[config.mk]
export PLATFORM = sky130hd
export DESIGN_NAME = sn74ls595
export DESIGN_NICKNAME = d
export VERILOG_FILES = /design/src/rtl/sn74ls595.sv
export SDC_FILE = /design/constraint.sdc
export NUM_CORES = 1
export LEC_CHECK = 0
export CORE_AREA = 2 2 49 51
export CTS_CLUSTER_DIAMETER = 80
export DETAILED_ROUTE_END_ITERATION = 10
export DIE_AREA = 0 0 51 53
export GPL_TIMING_DRIVEN = 0
export PLACE_DENSITY = 0.62
export SLEW_MARGIN = 20
export SYNTH_ARGS = -nofsm -noshare
export SYNTH_HDL_FRONTEND = slang
export SYNTH_SLANG_ARGS = --single-unit
[constraint.sdc]
create_clock -name clk -period 1.9 [get_ports clk]
set_input_delay 0.19 -clock clk [delete_from_list [all_inputs] [get_ports clk]]
set_output_delay 0.19 -clock clk [all_outputs]
set_load 0.05 [all_outputs]
[src/rtl/sn74ls595.sv]
`default_nettype none
// ============================================================================
// Module   : sn74ls595
// Summary  : 8-bit serial-in/parallel-out shift register with storage latch.
//            SRCLK and RCLK are clock enables on clk; cascade through qh_s.
// Revision : 1.0 - initial release
// ============================================================================
module sn74ls595 #(
  parameter int WIDTH = 8
) (
  input  logic             clk,
  input  logic             clrn,
  input  logic             ser,
  input  logic             sh_en,
  input  logic             st_en,
  input  logic             srclrn,
  input  logic             oen,
  output logic [WIDTH-1:0] q,
  output logic             q_oe,
  output logic             qh_s
);

  logic [WIDTH-1:0] r_sr;
  logic [WIDTH-1:0] r_st;
  logic [WIDTH-1:0] w_sr_next;
  logic [WIDTH-1:0] w_st_next;

  // Synchronous clear beats shift; storage always samples the pre-edge shift
  // register so tied strobes make storage lag by one shift, as on the chip.
  always_comb begin
    w_sr_next = r_sr;
    w_st_next = r_st;
    if (!srclrn) begin
      w_sr_next = '0;
    end else if (sh_en) begin
      w_sr_next = {r_sr[WIDTH-2:0], ser};
    end
    if (st_en) begin
      w_st_next = r_sr;
    end
  end

  always_ff @(posedge clk or negedge clrn) begin
    if (!clrn) begin
      r_sr <= '0;
      r_st <= '0;
    end else begin
      r_sr <= w_sr_next;
      r_st <= w_st_next;
    end
  end

  assign q    = r_st;
  assign q_oe = ~oen;
  assign qh_s = r_sr[WIDTH-1];

endmodule
`default_nettype wire

==> run metrics <==
fmax 600.8 MHz; commonest non-fill, non-tap cells in the layout 16 x dfrtp_1, 14 x clkdlybuf4s50_1, 8 x mux2i_1, 8 x nor2b_1, 8 x mux2_4; Worst slew margin 0.5354; Critical Path Source Type flop; Hold WC Path Type in -> reg; flops & latches, synth 16; Die Area 2703 um^2; Final #Nets 69; Required @ worst endpoint between 1500 and 2000 ps; WL per Instance 12.27 um; # IOs 17; syn_nets 50; RSZ-0062 raised after global routing false; Max Cap Viol 0; mean post-synth cell area 15.74 um^2; crit path DAT about 1500 ps; drt total wl ~1.1 mm; slowest stage delay, CP 810 ps; clock latency on the worst-skew pair approximately 270 ps; most common cell after layout, fill and taps aside dfrtp_1; TNS Setup 0 ps; Vias/cell between 4 and 5; worst-margin pin slew 694.7 ps; initial core utilization 0.3151; first-pass GRT wire length approximately 1.7 mm; postcts setup bufs 0; Antenna Nets Post-Route 0; synthesis-to-finish area growth 29.21%; TritonCTS Sinks 16; Place WS about 280 ps; DRT Pass-1 Iters 1; Crit Path Class reg -> out; final-report setup violation count 0; TritonCTS Buffers 3; Seq/Total Area, Yosys 0.5915; maximum VDD drop 275.6 uV; YS warnings 0; Pleak 0.4199 nW; crit end category output port; Ant. Diodes 0; Worst-path clk slew approximately 90 ps; Final Cycle Share 0.8760; Die H 53 um; drc violations 0; vias in the first global route around 360; CTS tree done; initial antenna violation count 0; GRT overflow 0; final-report max-slew violation count 0; Yosys cell types 6; # hold bufs at CTS 0; row count 17; area post-placement about 850 um^2; slowest CP cell clkdlybuf4s50_1; crit path max fanout 3; Root Driver clkbuf_4; largest net degree at the start of global routing 17; clk_skew 2.538 ps; final instance area 874.6 um^2; final hold viol count 0; Core Util, Final 0.4071; Global Route Usage Sum 0.09174; port buffer count 14; Max H-tree Level 1; Power Dens Cells 676.7 nW/um^2; # fillers 216; Vias approximately 370; status finished, final reports clean; fin worst setup slack 235.6 ps; core area 2148 um^2; Die X between 50 and 60 um; layout cell share with drive strength beyond 1 0.2167; Worst path top cell family by delay buffers and inverters; number of DRC markers in iteration 0 0; RD Place Congestion approximately 0.64; Synth Instances 43; min Tclk post-route 1664 ps; Max Root-Sink Buffers 2; Cell Area, Synth 676.9 um^2; post-CTS resize count 0; Worst Path Buf+Inv 1; crit path cell chain clkdlybuf4s50_1
==> cell families after synthesis <==
logic type	Yosys count	synth area share
muxes	16	0.2958
DFF	16	0.5915
and+or+nand+nor	8	0.07394
buffers and inverters	3	0.03881
==> sequential cells by signal, summed over array words and instances, names as in the netlist <==
signal / cells
r_sr: 8
q: 8
==> layout make-up <==
cell class	instances	area, um^2	area share
Sequential cell	16	400.4	0.4578
Timing Repair Buffer	14	140.1	0.1602
Multi-Input combinational cell	24	250.2	0.2861
Tap cell	28	35.03	0.04006
Buffer	2	22.52	0.02575
Clock buffer	3	22.52	0.02575
Inverter	1	3.754	0.004292
==> path summary, 6_finish.rpt <==
| path | cells past startpoint | to | from | slack (ps) |
|---|---|---|---|---|
| min in group asynchronous | 1 | q[5] | clrn | 330 |
| worst max-delay path | 1 | qh_s | r_sr[7] | 240 |
| worst min register to register | 1 | q[3] | q[3] | 520 |
| worst min-delay path | 2 | q[5] | st_en | 240 |
| worst max register to register | 1 | q[7] | r_sr[7] | 1120 |
| max in group asynchronous | 1 | r_sr[1] | clrn | 1130 |
==> synthesized netlist by cell type <==
library cell / n / share of area
mux2i_1: 8 / 0.12
nor2b_1: 8 / 0.074
mux2_4: 8 / 0.18
dfrtp_1: 16 / 0.59
inv_1: 1 / 0.0055
buf_6: 2 / 0.033
==> through the flow <==
step | total power, mW | instances | hold slack (ps)
floorplan | 0.3998 | 43 | -105.6
global placement | 0.4284 | 85 | 494.1
detailed placement | 0.4293 | 85 | 494.0
CTS | 0.6055 | 88 | 234.1
global route | 0.6264 | 88 | 226.8
finish | 0.5919 | 88 | 243.8
==> power breakdown <==
group	switching [mW]	internal, mW
sequential	0.00386	0.346
combinational	0.0379	0.0332
clock	0.0975	0.0733
total	0.139	0.453
==> metal layers <==
metal / share of wire / track usage / up-vias / routed length [um]
li1: - / - / 176 / -
met1: 0.49 / 0.1184 / 185 / 525
met2: 0.46 / 0.1277 / 8 / 500
met3: 0.031 / 0.02825 / 2 / 34
met4: 0.018 / 0.06757 / 0 / 19
met5: 0 / 0 / - / 0
Power figures use the tool's default switching activity.
